File: src/rtl/iter_shift_unit.sv
// iter_shift_unit: multi-cycle shift/rotate/bit-reverse unit with START/BUSY/DONE handshake
module iter_shift_unit #(
    parameter  int WIDTH = 8,
    parameter  int STEP  = 1,
    localparam int SHW   = $clog2(WIDTH) + 1
) (
    input  logic             CLK,
    input  logic             RESET,
    input  logic             START,
    input  logic [2:0]       MODE,
    input  logic [WIDTH-1:0] DATA,
    input  logic [SHW-1:0]   SHAMT,
    output logic [WIDTH-1:0] RESULT,
    output logic             ZERO,
    output logic             BUSY,
    output logic             DONE
);
    localparam int LW = $clog2(WIDTH);
    localparam logic [1:0] IDLE  = 2'd0;
    localparam logic [1:0] SHIFT = 2'd1;
    localparam logic [1:0] FIN   = 2'd2;
    logic [1:0]       state;
    logic [2:0]       mode_q;
    logic [WIDTH-1:0] work, rev, load, sra, ror, rol, shifted;
    logic [SHW-1:0]   count, s, n, lim;
    logic             accept;
    always_comb begin
        rev = '0;
        for (int i = 0; i < WIDTH; i++) rev[i] = DATA[WIDTH-1-i];
    end
    assign lim     = SHAMT > SHW'(WIDTH) ? SHW'(WIDTH) : SHAMT;
    assign n       = MODE < 3'd3 ? lim : MODE < 3'd5 ? SHW'(SHAMT[LW-1:0]) : '0;
    assign load    = MODE == 3'd5 ? rev : DATA;
    assign s       = count < SHW'(STEP) ? count : SHW'(STEP);
    assign sra     = $signed(work) >>> s;
    assign ror     = (work >> s) | (work << (SHW'(WIDTH) - s));
    assign rol     = (work << s) | (work >> (SHW'(WIDTH) - s));
    assign shifted = mode_q == 3'd0 ? work << s :
                     mode_q == 3'd1 ? work >> s :
                     mode_q == 3'd2 ? sra :
                     mode_q == 3'd3 ? ror :
                     mode_q == 3'd4 ? rol : work;
    assign accept  = START && state != SHIFT;
    assign BUSY    = state == SHIFT;
    assign DONE    = state == FIN;
    always_ff @(posedge CLK) begin
        if (!RESET) begin
            state  <= IDLE;
            work   <= '0;
            count  <= '0;
            mode_q <= '0;
            RESULT <= '0;
            ZERO   <= 1'b1;
        end else if (accept) begin
            work   <= load;
            count  <= n;
            mode_q <= MODE;
            state  <= n == '0 ? FIN : SHIFT;
            if (n == '0) begin
                RESULT <= load;
                ZERO   <= ~|load;
            end
        end else if (state == SHIFT) begin
            work  <= shifted;
            count <= count - s;
            if (count == s) begin
                RESULT <= shifted;
                ZERO   <= ~|shifted;
                state  <= FIN;
            end
        end else begin
            state <= IDLE;
        end
    end
endmodule

File: config.mk
export PLATFORM = sky130hd
export DESIGN_NAME = iter_shift_unit
export DESIGN_NICKNAME = d
export VERILOG_FILES = /design/src/rtl/iter_shift_unit.sv
export SDC_FILE = /design/constraint.sdc
export NUM_CORES = 1
export LEC_CHECK = 0
export ABC_CLOCK_PERIOD_IN_PS = 6500
export BUFFER_PORTS_ARGS = -buffer_cell sky130_fd_sc_hd__clkbuf_2
export CELL_PAD_IN_SITES_DETAIL_PLACEMENT = 0
export CELL_PAD_IN_SITES_GLOBAL_PLACEMENT = 1
export CORE_ASPECT_RATIO = 0.5
export CORE_UTILIZATION = 45
export CTS_CLUSTER_SIZE = 20
export DETAILED_ROUTE_END_ITERATION = 16
export GPL_TIMING_DRIVEN = 0
export PLACE_DENSITY = 0.92
export SYNTH_ARGS = -nofsm -noshare
export SYNTH_HDL_FRONTEND = slang
export SYNTH_SLANG_ARGS = --single-unit
File: constraint.sdc
create_clock -name CLK -period 6.5 [get_ports CLK]
set_input_delay 0 -clock CLK [delete_from_list [all_inputs] [get_ports CLK]]
set_output_delay 0 -clock CLK [all_outputs]
set_load 0.1 [all_outputs]
==> results by stage <==
Placed design:
- The sum of net half-perimeters after detailed placement is 4730 um.
- In this run the cell area measured after placement is between 0.002 and 0.0025 mm^2.
- The final weighted congestion in routability-driven placement is 0.930.
- The number of buffers inserted by port buffering is 27.
- Once placement completed, the tool counted placed cells totaling 369.

Critical path:
- The worst register-to-register path has a depth of 13.
- The delay of the slowest critical-path stage is around 0.55 ns.
- The beginning of the worst register-to-register path is count[0]$_SDFFE_PN0P_.
- STA puts the critical path data arrival time at a little over 4 ns.
- The critical path contains buffers and inverters numbering 5 combined.
- Along the worst path, the maximum fanout reaches 10.
- The endpoint of the worst-slack reg-to-reg timing path is RESULT[1]$_SDFFE_PN0P_.
- The endpoint required time on the critical path is 6.70 ns.
- STA classifies the critical path endpoint as a flop.
- The critical path's slowest cell is or4_4.
- The setup slack of the most critical reg-to-reg path is 2.61 ns.
- Walking the worst path, the cells encountered are or4_4 -> buf_6 -> inv_1 -> buf_2 -> ha_1 -> clkbuf_1 -> clkbuf_1 -> o21ai_0 -> a21oi_1 -> o221ai_1 -> o21ai_0 -> nand2_1 -> a21boi_0.
- The critical path's top delay family is buffers and inverters.
- The category of the most critical setup path is reg -> reg.
- The type of origin of the critical path is a flop.

Route:
- The number of iterations in the first detailed-routing pass is 5.
- The routed layout has 2259 vias.
- For this block, the routed nets add up to about 6300 um of wire.
- In this run the remaining antenna-violating nets after routing total 0.
- The per-cell routed wire length is 16.9 um.
- The iteration-0 DRC count of the detailed router is ~180.
- Using the TritonRoute via totals, the vias-per-cell ratio works out to 6.01.
- The DRC violation count after routing is 0.

Clock tree:
- TritonCTS built the clock tree.
- The later-pin clock latency in the skew report is 0.28 ns.
- The clock tree root buffer cell is clkbuf_8.
- The maximum buffer depth of the clock tree is 2.
- The quantity of hold-fixing buffers added after cts is 3.
- The buffer count from post-CTS setup fixing is 0.
- The H-tree depth is 1.
- Clock-pin slew was measured on the worst setup and hold paths at 0.09 ns.
- The number of resized instances in the post-cts repair step is 0.
- The clock drives 26 sinks.
- The CTS buffer count is 3.

Synthesis:
- The xor/xnor share of the synthesized area is less than 1%.
- The synthesized area per cell is 7.27 um^2.
- Counting every net in the synthesized netlist gives approximately 310.
- After synthesis the netlist holds a flip-flop and latch count of 26.
- The post-synthesis instance area is 0.00207 mm^2.
- The count of distinct cell types in the synthesized netlist is 53.
- The adder-cell area share of the yosys netlist is under 10%.
- Summing the areas of all compound-gate instances in the mapped netlist gives between 20% and 30% of the synthesized area.
- The synthesized-area fraction occupied by and/or/nand/nor cells is approximately a quarter.
- The fraction of the yosys area taken by sequential cells is 25.1%.
- Yosys printed 0 warnings.
- The number of flops mapped to enable cells by yosys is 0.
- The multiplexer share of the synthesized area is 9.78%.
- The most used flip-flop cell after synthesis is dfxtp_1.
- Synthesis produced a netlist whose cell count is approximately 290.
- The main combinational cell family by area after synthesis is compound AO/OA/AOI/OAI gates.
- In the synthesized netlist the async set-or-reset flop fraction comes to 0%.

Floorplan:
- 29 I/O pins were placed.
- The effective utilization at floorplan is 47.1%.
- The die covers 0.00490 mm^2.
- The number of core rows is 17.
- The horizontal die dimension is approximately 100 um.
- The placeable core area is approximately 0.0044 mm^2.
- The floorplan step set the die height to about 50 um.

STA:
- Hold timing on the final database bottoms out at a slack of -0.00503 ns.
- The final count of pins violating max slew came to 0.
- The maximum clock frequency is 257 MHz.
- The clock arrives with 0.00703 ns of skew.
- Summed over all failing endpoints, the final setup total negative slack is 0 ns.
- The final hold violation count is 1.
- The final count of negative-setup-slack endpoints is 0.
- At the pin with the least slew margin, the transition time is approximately 0.9 ns.
- The worst path uses 59.8% of the clock period.
- Setup repair after global routing left no endpoint under its margin.
- The post-layout minimum cycle time is 3.89 ns.
- The worst pin sits at a relative slew slack of 39.4%.

Layout:
- From synthesis to final layout, the design area changed by 14.1%.
- In the final layout, the share of cells above drive strength 1 is between 10% and 20%.
- After routing the design area is 0.00236 mm^2.
- Measured on the finished design, the core utilization comes to between 50% and 60%.
- Fill cells in the final layout number 455.
- The net count of the finished layout is 340.
- The number of antenna diodes in the final layout is 0.
- The final non-filler cell total is 376.

Power and ir drop:
- The worst voltage drop across the vdd grid is 202 uV.
- Power spread over the standard cell area amounts to 244 mW/mm^2.
- For this design the static power due to leakage is 0.916 nW.

Global routing:
- For this run the aggregate overflow at the end of global routing stands at 0.
- Across every metal layer, demand over resource in global routing totals 27.4%.
- The number of global-route vias before repair is roughly 2100.
- The initial antenna violation count is 0.
- The first global-routing pass estimated ~11000 um of wire.
- The pin count of the biggest net entering global routing is 15.

Min path:
- The depth of the worst hold-timing path is 3.
- The class of the most critical hold timing path is in -> reg.
- In this run the most critical hold path is launched from SHAMT[2].
- For hold timing, the worst endpoint is count[2]$_SDFFE_PN0P_.

Status:
- The final reports fail on negative hold slack.
- The flow ran to the end, but the final reports show violations.

Job:
- The number of maximum-capacitance constraint violations is 0.
[cells in the final DEF, fill, tap and decap left out, drive strengths merged, types with 2 or more instances in the layout]
master / netlist / final
mux4: 2 / 2
a211oi: 5 / 5
o21a: 2 / 2
nor3: 8 / 8
nor4: 2 / 2
a211o: 3 / 3
or3: 2 / 2
and2: 4 / 4
inv: 9 / 9
o221ai: 4 / 4
buf: 4 / 4
nor2b: 11 / 11
nand2b: 5 / 5
a21boi: 13 / 13
nand2: 45 / 45
dfxtp: 26 / 26
o2111ai: 5 / 5
nand3: 4 / 4
nand4: 6 / 6
o31a: 2 / 2
a21oi: 21 / 21
nor2: 18 / 18
clkbuf: 21 / 52
o21ai: 17 / 17
a221oi: 2 / 2
ha: 2 / 2
dlygate4sd3: 0 / 3
mux2i: 9 / 9
a31oi: 2 / 2
mux2: 6 / 6
o211ai: 5 / 5
and3: 2 / 2
[worst min-delay path: stages]
cell and delay [ns]:
clkbuf_2 0.09, a21oi_1 0.06, nor2_1 0.09
[cells in the mapped netlist (2+ instances only)]
library cell	number	area, um^2
nor2b_1	11	68.8
a31oi_1	2	12.5
a211oi_1	5	37.5
mux4_2	2	45.0
clkbuf_1	21	78.8
mux2i_1	9	90.1
o31a_1	2	17.5
o21a_1	2	15.0
nor2_1	18	67.6
buf_1	2	7.51
inv_1	9	33.8
o21ai_0	17	85.1
dfxtp_1	26	521
a211o_1	3	26.3
nand3_1	4	20.0
nor4_1	2	12.5
nor3_1	8	40.0
and2_1	4	25.0
and3_1	2	12.5
o221ai_1	4	35.0
or3_1	2	12.5
a221oi_1	2	17.5
a21boi_0	13	97.6
nand2b_1	5	31.3
ha_1	2	25.0
mux2_2	6	67.6
o2111ai_1	4	35.0
a21oi_1	20	100
o211ai_1	5	37.5
nand2_1	45	169
nand4_1	6	37.5
[report_power, final]
part	leakage (nW)	switching, W	internal, W	total [W]
sequential	0.213	0.0000127	0.000175	0.000187
combinational	0.674	0.000196	0.0000879	0.000284
clock	0.0288	0.0000508	0.0000543	0.000105
[state kept, by name (all words and copies together), names as in the netlist]
register,count
ZERO,1
work,8
mode_q,3
count,4
state,2
RESULT,8
[per-stage QoR]
step	total power (W)	worst slack, ns
2_1_floorplan	0.000398	3.48
3_3_place_gp	0.000463	2.72
3_5_place_dp	0.000465	2.74
4_1_cts	0.000571	2.71
5_1_grt	0.000608	2.30
6_report	0.000576	2.61
[worst max path at each step]
stage	from	endpoint	slack (ns)	cells past startpoint
after floorplan	count[0]$_SDFFE_PN0P_	RESULT[5]$_SDFFE_PN0P_	3.48	12
after global placement	count[0]$_SDFFE_PN0P_	RESULT[1]$_SDFFE_PN0P_	2.72	13
after detailed placement	count[0]$_SDFFE_PN0P_	RESULT[7]$_SDFFE_PN0P_	2.74	12
after CTS	count[0]$_SDFFE_PN0P_	RESULT[7]$_SDFFE_PN0P_	2.71	12
after global routing	count[0]$_SDFFE_PN0P_	RESULT[1]$_SDFFE_PN0P_	2.30	13
final	count[0]$_SDFFE_PN0P_	RESULT[1]$_SDFFE_PN0P_	2.61	13
[kinds of logic after synthesis]
| kind of cell | Yosys count |
|---|---|
| AOI/OAI and AO/OA | 89 |
| xor gates and xnor gates | 1 |
| adders and majority gates | 3 |
| buffers and inverters | 35 |
| DFF | 26 |
| muxes | 17 |
| other | 1 |
| and+or+nand+nor | 113 |
[area by class of cell]
cell class / count / area (um^2) / area share [%]
tap: 57 / 71.3 / 3.02
buffer: 25 / 103 / 4.34
sequential: 26 / 520 / 22.0
inverter: 10 / 37.5 / 1.59
multi-input combinational: 224 / 1410 / 59.7
timing repair buffer: 30 / 165 / 6.99
clock buffer: 4 / 55.1 / 2.33
[per-layer routing]
layer / global-route usage, % / routed length, um / vias to the layer above
met5: 0 / 0 / -
met4: 7.83 / 88 / 0
met3: 3.83 / 454 / 9
met2: 42.3 / 2730 / 91
met1: 39.6 / 3060 / 1064
li1: - / - / 1095
Power figures use the tool's default switching activity.
